## src/rtl/h14tx_pkg.sv

```systemverilog
// Shared types and default timing for the HDMI 1.4 transmit PLL control path.
// Cycle constants are derived from the 70 MHz reference clock.
package h14tx_pkg;

    typedef enum logic [2:0] {
        RESET     = 3'd0,
        WAIT_LOCK = 3'd1,
        STABLE    = 3'd2,
        RUN       = 3'd3,
        FAULT     = 3'd4
    } pll_ctrl_state_e;

    localparam int REF_CLK_HZ              = 70_000_000;
    localparam int DEF_RESET_CYCLES        = REF_CLK_HZ / 1_000_000;  // 1 us
    localparam int DEF_LOCK_TIMEOUT_CYCLES = REF_CLK_HZ / 1_000;      // 1 ms
    localparam int DEF_LOCK_STABLE_CYCLES  = REF_CLK_HZ / 10_000;     // 100 us
    localparam int DEF_MAX_RETRIES         = 3;

    function automatic int max3(input int a, input int b, input int c);
        int m;
        m = (a > b) ? a : b;
        return (m > c) ? m : c;
    endfunction

endpackage

```

## src/rtl/h14tx_sync.sv

```systemverilog
// Generic 2-flop synchronizer with synchronous reset to 0.
// Used for any single-bit or multi-bit independent control signal crossing into the local clock.
module h14tx_sync #(
    parameter int W = 1
) (
    input  logic         clk,
    input  logic         rst,
    input  logic [W-1:0] d,
    output logic [W-1:0] q
);

    logic [W-1:0] meta_q;
    logic [W-1:0] sync_q;

    always_ff @(posedge clk) begin
        if (rst) begin
            meta_q <= '0;
            sync_q <= '0;
        end else begin
            meta_q <= d;
            sync_q <= meta_q;
        end
    end

    assign q = sync_q;

endmodule

```

## src/rtl/h14tx_pll_ctrl.sv

```systemverilog
// HDMI 1.4 TX PLL sequencer: pulses the PLL reset, qualifies lock, releases the
// datapath reset, re-runs on lock loss and latches a fault after repeated timeouts.
module h14tx_pll_ctrl
    import h14tx_pkg::*;
#(
    parameter int ResetCycles       = DEF_RESET_CYCLES,
    parameter int LockTimeoutCycles = DEF_LOCK_TIMEOUT_CYCLES,
    parameter int LockStableCycles  = DEF_LOCK_STABLE_CYCLES,
    parameter int MaxRetries        = DEF_MAX_RETRIES
) (
    input  logic       ref_clk_70mhz,
    input  logic       rst,
    input  logic       lock,
    input  logic       restart,
    output logic       pll_rst_n,
    output logic       tx_rst,
    output logic       ready,
    output logic       fault,
    output logic [3:0] retry_count,
    output logic [7:0] loss_count
);

    localparam int CntW = $clog2(max3(ResetCycles, LockTimeoutCycles, LockStableCycles)) + 1;
    localparam logic [CntW-1:0] RstLoad     = CntW'(ResetCycles);
    localparam logic [CntW-1:0] TimeoutLoad = CntW'(LockTimeoutCycles);
    localparam logic [CntW-1:0] StableLoad  = CntW'(LockStableCycles);

    logic lock_s;

    h14tx_sync #(.W(1)) u_lock_sync (
        .clk (ref_clk_70mhz),
        .rst (rst),
        .d   (lock),
        .q   (lock_s)
    );

    pll_ctrl_state_e state_q, state_d;
    logic [CntW-1:0] cnt_q, cnt_d;
    logic [3:0]      retry_q, retry_d;
    logic [7:0]      loss_q, loss_d;
    logic            pll_rst_n_q, pll_rst_n_d;
    logic            tx_rst_q, tx_rst_d;
    logic            ready_q, ready_d;
    logic            fault_q, fault_d;
    logic            cnt_done;

    // cnt counts edges left in the current state; the state exits on the edge that takes it to 0.
    assign cnt_done = (cnt_q <= CntW'(1));

    always_comb begin
        state_d = state_q;
        cnt_d   = cnt_done ? '0 : cnt_q - CntW'(1);
        retry_d = retry_q;
        loss_d  = loss_q;

        case (state_q)
            RESET: begin
                if (cnt_done) begin
                    state_d = WAIT_LOCK;
                    cnt_d   = TimeoutLoad;
                end
            end
            WAIT_LOCK: begin
                if (lock_s) begin
                    state_d = STABLE;
                    cnt_d   = StableLoad;
                end else if (cnt_done) begin
                    retry_d = retry_q + 4'd1;
                    if (retry_d == 4'(MaxRetries)) begin
                        state_d = FAULT;
                        cnt_d   = '0;
                    end else begin
                        state_d = RESET;
                        cnt_d   = RstLoad;
                    end
                end
            end
            STABLE: begin
                if (!lock_s) begin
                    state_d = WAIT_LOCK;
                    cnt_d   = TimeoutLoad;
                end else if (cnt_done) begin
                    state_d = RUN;
                    cnt_d   = '0;
                    retry_d = '0;
                end
            end
            RUN: begin
                if (!lock_s) begin
                    state_d = RESET;
                    cnt_d   = RstLoad;
                    if (loss_q != 8'hFF) begin
                        loss_d = loss_q + 8'd1;
                    end
                end
            end
            FAULT: begin
                if (restart) begin
                    state_d = RESET;
                    cnt_d   = RstLoad;
                    retry_d = '0;
                end
            end
            default: begin
                state_d = RESET;
                cnt_d   = RstLoad;
            end
        endcase

        // Outputs are decoded from the next state so they change on the transition edge.
        pll_rst_n_d = (state_d == WAIT_LOCK) || (state_d == STABLE) || (state_d == RUN);
        ready_d     = (state_d == RUN);
        tx_rst_d    = !ready_d;
        fault_d     = (state_d == FAULT);
    end

    always_ff @(posedge ref_clk_70mhz) begin
        if (rst) begin
            state_q     <= RESET;
            cnt_q       <= RstLoad;
            retry_q     <= '0;
            loss_q      <= '0;
            pll_rst_n_q <= 1'b0;
            tx_rst_q    <= 1'b1;
            ready_q     <= 1'b0;
            fault_q     <= 1'b0;
        end else begin
            state_q     <= state_d;
            cnt_q       <= cnt_d;
            retry_q     <= retry_d;
            loss_q      <= loss_d;
            pll_rst_n_q <= pll_rst_n_d;
            tx_rst_q    <= tx_rst_d;
            ready_q     <= ready_d;
            fault_q     <= fault_d;
        end
    end

    assign pll_rst_n   = pll_rst_n_q;
    assign tx_rst      = tx_rst_q;
    assign ready       = ready_q;
    assign fault       = fault_q;
    assign retry_count = retry_q;
    assign loss_count  = loss_q;

endmodule

```

## config.mk

```make
export PLATFORM = sky130hd
export DESIGN_NAME = h14tx_pll_ctrl
export DESIGN_NICKNAME = d
export VERILOG_FILES = /design/src/rtl/h14tx_pkg.sv /design/src/rtl/h14tx_sync.sv /design/src/rtl/h14tx_pll_ctrl.sv
export SDC_FILE = /design/constraint.sdc
export NUM_CORES = 1
export LEC_CHECK = 0
export BUFFER_PORTS_ARGS = -buffer_cell sky130_fd_sc_hd__buf_2
export CAP_MARGIN = 5
export CORE_UTILIZATION = 40
export DETAILED_ROUTE_END_ITERATION = 8
export PLACE_DENSITY = 0.62
export SLEW_MARGIN = 20
export SYNTH_ARGS = -nofsm -noshare
export SYNTH_HDL_FRONTEND = slang
export SYNTH_HIERARCHICAL = 1
export SYNTH_SLANG_ARGS = --single-unit
```

## constraint.sdc

```tcl
create_clock -name ref_clk_70mhz -period 6 [get_ports ref_clk_70mhz]
set_clock_uncertainty 0.05 [all_clocks]
set_input_delay 1.2 -clock ref_clk_70mhz [delete_from_list [all_inputs] [get_ports ref_clk_70mhz]]
set_output_delay 1.2 -clock ref_clk_70mhz [all_outputs]
set_load 0.005 [all_outputs]
```

# Word level (Yosys, flattened, before mapping)
# Cells that the tools add are included.
word_totals:
  register_bits: 39
  in_bits: 4
  out_inout_bits: 16
classes:
  mux: 25
  n_reduce_logical: 7
  n_eq_ne: 15
  order_cmp: 1
  add_sub_neg: 3
  bitwise: 1
op_table:
  columns: ["op", "count"]
  rows:
  - ["18-bit two-way mux", 8]
  - ["18-bit case mux with 5 select lines", 1]
  - ["3-bit two-way mux", 8]
  - ["4-bit two-way mux", 5]
  - ["18-bit by 1-bit less-or-equal comparator with 1-bit output (second input constant)", 1]
  - ["18-bit by 1-bit subtractor with 18-bit output (second input constant)", 1]
  - ["3-bit case mux with 5 select lines", 1]
  - ["3-bit by 2-bit equality test with 1-bit output (second input constant)", 4]
  - ["4-bit case mux with 3 select lines", 1]
  - ["8-bit by 1-bit adder with 8-bit output (second input constant)", 1]
  - ["2-bit != test (second input constant)", 4]
  - ["8-bit != test (second input constant)", 1]
  - ["7-bit two-way mux", 1]
  - ["3-bit by 1-bit equality test with 1-bit output (second input constant)", 2]
  - ["3-bit equality test (second input constant)", 2]
  - ["6-bit AND reduction", 1]
  - ["4-bit by 1-bit adder with 4-bit output (second input constant)", 1]
  - ["4-bit by 2-bit equality test with 1-bit output (second input constant)", 1]
  - ["3-bit logical NOT", 1]
  - ["3-bit AND reduction", 1]
  - ["3-bit nonzero test", 1]
  - ["1-bit logical OR", 2]
  - ["2-bit by 1-bit != test with 1-bit output (second input constant)", 1]
  - ["1-bit logical NOT", 1]
  - ["1-bit inverter", 1]

# Depth between registers and ports, before layout
logic_depth:
  word_depth: 9
  mapped_depth: 9
  mapped_depth_nobuf: 8

# By module
# Netlist, hierarchy kept.
by_module_without_submodules:
  columns: ["mod", "seq_area_each_um2", "cells_each", "area_each_um2", "n_inst"]
  rows:
  - ["h14tx_pll_ctrl", 740.7, 252, 2074.5, 1]
  - ["h14tx_sync", 40.0, 4, 52.6, 1]

# Least setup slack after synthesis
# No wires, ideal clock.
synth_timing:
  kind: "input to register"
  from: "in rst"
  to: "reg cnt_q[12]"
  setup_slack_ns: 3.914
  setup_ns: 0.057
  arrival_ns: 1.979
  required_time_ns: 5.893
  cell_stages: 4
  path_cell_list: "clkbuf_1 -> a21oi_1 -> nand2_1 -> o21ba_2"
synth_rtl:
  columns: ["item", "line", "text"]
  rows:
  - ["from (decl)", "h14tx_pll_ctrl.sv:12", "input logic rst,"]
  - ["to (signal assigned)", "h14tx_pll_ctrl.sv:120", "cnt_q <= RstLoad;"]
  - ["to (signal assigned)", "h14tx_pll_ctrl.sv:129", "cnt_q <= cnt_d;"]
  - ["to (decl)", "h14tx_pll_ctrl.sv:38", "logic [CntW-1:0] cnt_q, cnt_d;"]

# Worst setup path after layout
layout_timing:
  from: "reg state_q[0]"
  to: "reg loss_q[5], in the netlist loss_count[5]"
layout_via:
  elab_chain_len: 2
layout_lines:
  columns: ["item", "line", "text"]
  rows:
  - ["from (decl)", "h14tx_pll_ctrl.sv:37", "pll_ctrl_state_e state_q, state_d;"]
  - ["from (signal assigned)", "h14tx_pll_ctrl.sv:128", "state_q <= state_d;"]
  - ["3-bit by 2-bit equality test with 1-bit output", "h14tx_pll_ctrl.sv:56", "case (state_q)"]
  - ["3-bit AND reduction (no source line)", null, null]
  - ["to (signal assigned)", "h14tx_pll_ctrl.sv:131", "loss_q <= loss_d;"]
  - ["to (decl)", "h14tx_pll_ctrl.sv:40", "logic [7:0] loss_q, loss_d;"]
# No other way between the ends.
# A chain may end at the register's enable or synchronous reset.

==> impl_metrics.py <==
metrics = {
    "outcome": {
        "status": "finished, final reports clean",
    },
    "timing": {
        "rsz0062_at_grt": "false",
        "min_period_ns": 2.512,
        "timing.hold.ws_ns": 0.3895,
        "tightest_slew_ns": 0.8329,
        "fmax_ghz": 0.3982,
        "setup-violations-final": 0,
        "slew_headroom": 0.4389,
        "slew_violations": 0,
        "post-route-period-util": 0.4186,
        "hold_viol": 0,
        "tns_ns": 0,
    },
    "worst_setup_path": {
        "r2r_end": "loss_count[5]$_SDFFE_PP0P_",
        "path_cells": "nor2b_1, o211ai_1, or2_2, or3_1, a21oi_1",
        "worst-r2r-setup-slack_ns": 3.49,
        "worstSetupStartpointType": "flip-flop",
        "crit_fanout": 22,
        "critical_path_class": "flip-flop to flip-flop",
        "r2r_start": "state_q[0]$_SDFF_PP0_",
        "cp.arrival_ns": 2.70,
        "cp-end-kind": "flip-flop",
        "crit_path_top_delay_cell": "dfxtp_1",
        "r2r.worst_path.cells": 5,
        "cp.required_ns": 6.18,
        "slowest_delay_ns": 0.76,
        "critPathBufInv": 0,
        "critPathTopFamily": "simple AND/OR/NAND/NOR gates",
    },
    "global_routing": {
        "grtUsageMet1": 0.2350,
        "grt_pass1_vias": 1615,
        "grt_usage": 0.1766,
        "grt_antenna_before_repair": 0,
        "grt-busiest-layer": "met2",
        "use_met3": 0.04150,
        "use_met2": 0.2733,
        "grt_max_degree": 23,
        "grt_pass1_wl_mm": 7.472,
        "grt-ovfl-total": 0,
    },
    "clock_tree": {
        "clock-sinks": 39,
        "cts_root_buf": "clkbuf_8",
        "ctsResizeCount": 0,
        "cts-hold-fix-buffers": 0,
        "clk_pin_slew_ns": 0.08,
        "clk-insertion-delay-late_ns": 0.30,
        "cts_buffer_depth": 2,
        "cts_tree": "done",
        "post-cts-setup-buffers": 0,
        "cts.htree.levels": 2,
        "cts_made_buffers": 5,
    },
    "synth": {
        "netlist_area_um2": 2127,
        "yosysUniqueCellTypes": 53,
        "synthArstFlopShare": 0,
        "synth_ff_type": "dfxtp_1",
        "synth_area_per_cell_um2": 8.309,
        "syn_nets": 265,
        "synth_edf_count": 0,
        "ys_warn_count": 6,
        "synth-seq-cells": 39,
        "synth_cells": 256,
        "yosysSeqAreaShare": 0.3671,
    },
    "routing": {
        "routed_via_density": 5.336,
        "via_count": 1825,
        "postRouteAntennaNets": 0,
        "wirelength_mm": 4.498,
        "drt_pass1_iterations": 4,
        "drc": 0,
        "detail_route.iter0.violations": 72,
        "drt-wirelength-per-cell_um": 13.15,
    },
    "pwr": {
        "ir_drop_mv": 0.1260,
        "powerDensity_nw_per_um2": 220.3,
        "power_leakage_nw": 0.9373,
    },
    "final_layout": {
        "layout_commonest_cell": "dfxtp_1",
        "nets": 280,
        "insertedDiodeCount": 0,
        "final_cell_mix": "39 x dfxtp_1, 36 x nor2_1, 19 x buf_2",
        "synthToLayoutAreaGrowth_pct": 11.82,
        "drive_gt1_frac": 0.1581,
        "final_util": 0.4657,
    },
    "floorplanning": {
        "num_rows": 26,
        "io_pins": 20,
        "fp.dieArea_um2": 5613,
        "die_h_um": 74.92,
        "core_um2": 5107,
        "die_w_um": 74.92,
        "initial_core_util": 0.4165,
    },
    "placement": {
        "hpwl_mm": 3.163,
        "place.gp.congestion": 0.8208,
        "port_buffers": 19,
    },
    "worst_hold_path": {
        "worst_hold_path.endpoint": "u_lock_sync/q$_SDFF_PP0_",
        "min_path_cells": 1,
        "min_from": "u_lock_sync/meta_q$_SDFF_PP0_",
        "holdCritPathClass": "flip-flop to flip-flop",
    },
    "run": {
        "drv_cap": 0,
    },
}
[logic make-up after synthesis]
logic type	Yosys count	share of synthesized area
fa+ha+maj	5	0.02941
flops	39	0.3671
buf+inv	19	0.03471
xor+xnor	18	0.07412
mux	3	0.01412
simple gates	111	0.2894
compound gates	61	0.1912
[power breakdown]
group | switching (mW) | internal (mW)
Clock | 0.0982 | 0.124
Sequential | 0.00618 | 0.264
Combinational | 0.0185 | 0.0133
Total | 0.123 | 0.401
[layout make-up]
cell class	count	area [um2]
fill	515	2729
multi-input combinational	198	1272
sequential	39	780.7
timing repair buffer	19	95.09
tap	70	87.58
clock buffer	5	68.82
clock inverter	3	43.79
inverter	8	30.03
[synthesized netlist by cell type (all sizes together), types with 3 or more instances]
master	instances	area [um2]
or2	7	46.30
xor2	7	61.31
xnor2	11	96.34
nor4	6	67.56
dfxtp	39	780.8
mux2i	3	30.03
and2	3	18.77
o21ai	13	65.06
ha	5	62.56
nor3	11	55.05
a31oi	4	25.02
nand3	4	20.02
nor2b	4	25.02
nand3b	4	30.03
nand2	15	56.30
buf	4	17.52
clkbuf	7	26.28
inv	8	30.03
o211ai	4	30.03
nand2b	3	18.77
or3	6	43.79
a21oi	18	90.09
o21a	5	37.54
nor2	37	141.4
[routing by layer]
metal  part of all wire  vias up  wire (um)
li1                   -      942          -
met1               0.48      833       2158
met2               0.45       41       2025
met3              0.046        9        209
met4              0.023        0        105
met5                  0        -          0
[per-stage QoR]
step / setup slack (ns) / cell area (um2) / power, mW / cells
final: 3.488 / 2379 / 0.5241 / 342
after global routing: 3.288 / 2379 / 0.5462 / 342
after CTS: 3.525 / 2379 / 0.5282 / 342
after detailed placement: 3.516 / 2266 / 0.3076 / 334
after global placement: 3.553 / 2266 / 0.3082 / 334
after floorplan: 3.914 / 2127 / 0.3001 / 256
[registers in the layout, indices dropped and copies added (netlist names)]
register,cells
cnt_q,18
fault,1
loss_count,8
pll_rst_n,1
ready,1
retry_count,4
state_q,3
tx_rst,1
u_lock_sync/meta_q,1
u_lock_sync/q,1
[how the worst max path moves through the flow]
stage,endpoint,cells past startpoint,slack [ns],start
after floorplan,cnt_q[12]$_SDFF_PP0_,4,3.91,rst
after global placement,loss_count[5]$_SDFFE_PP0P_,5,3.55,state_q[0]$_SDFF_PP0_
after detailed placement,loss_count[5]$_SDFFE_PP0P_,5,3.52,state_q[0]$_SDFF_PP0_
after CTS,loss_count[5]$_SDFFE_PP0P_,5,3.53,state_q[0]$_SDFF_PP0_
after global routing,loss_count[7]$_SDFFE_PP0P_,5,3.29,state_q[0]$_SDFF_PP0_
final,loss_count[5]$_SDFFE_PP0P_,5,3.49,state_q[0]$_SDFF_PP0_
Note: power is estimated with default switching activity, not from simulation.
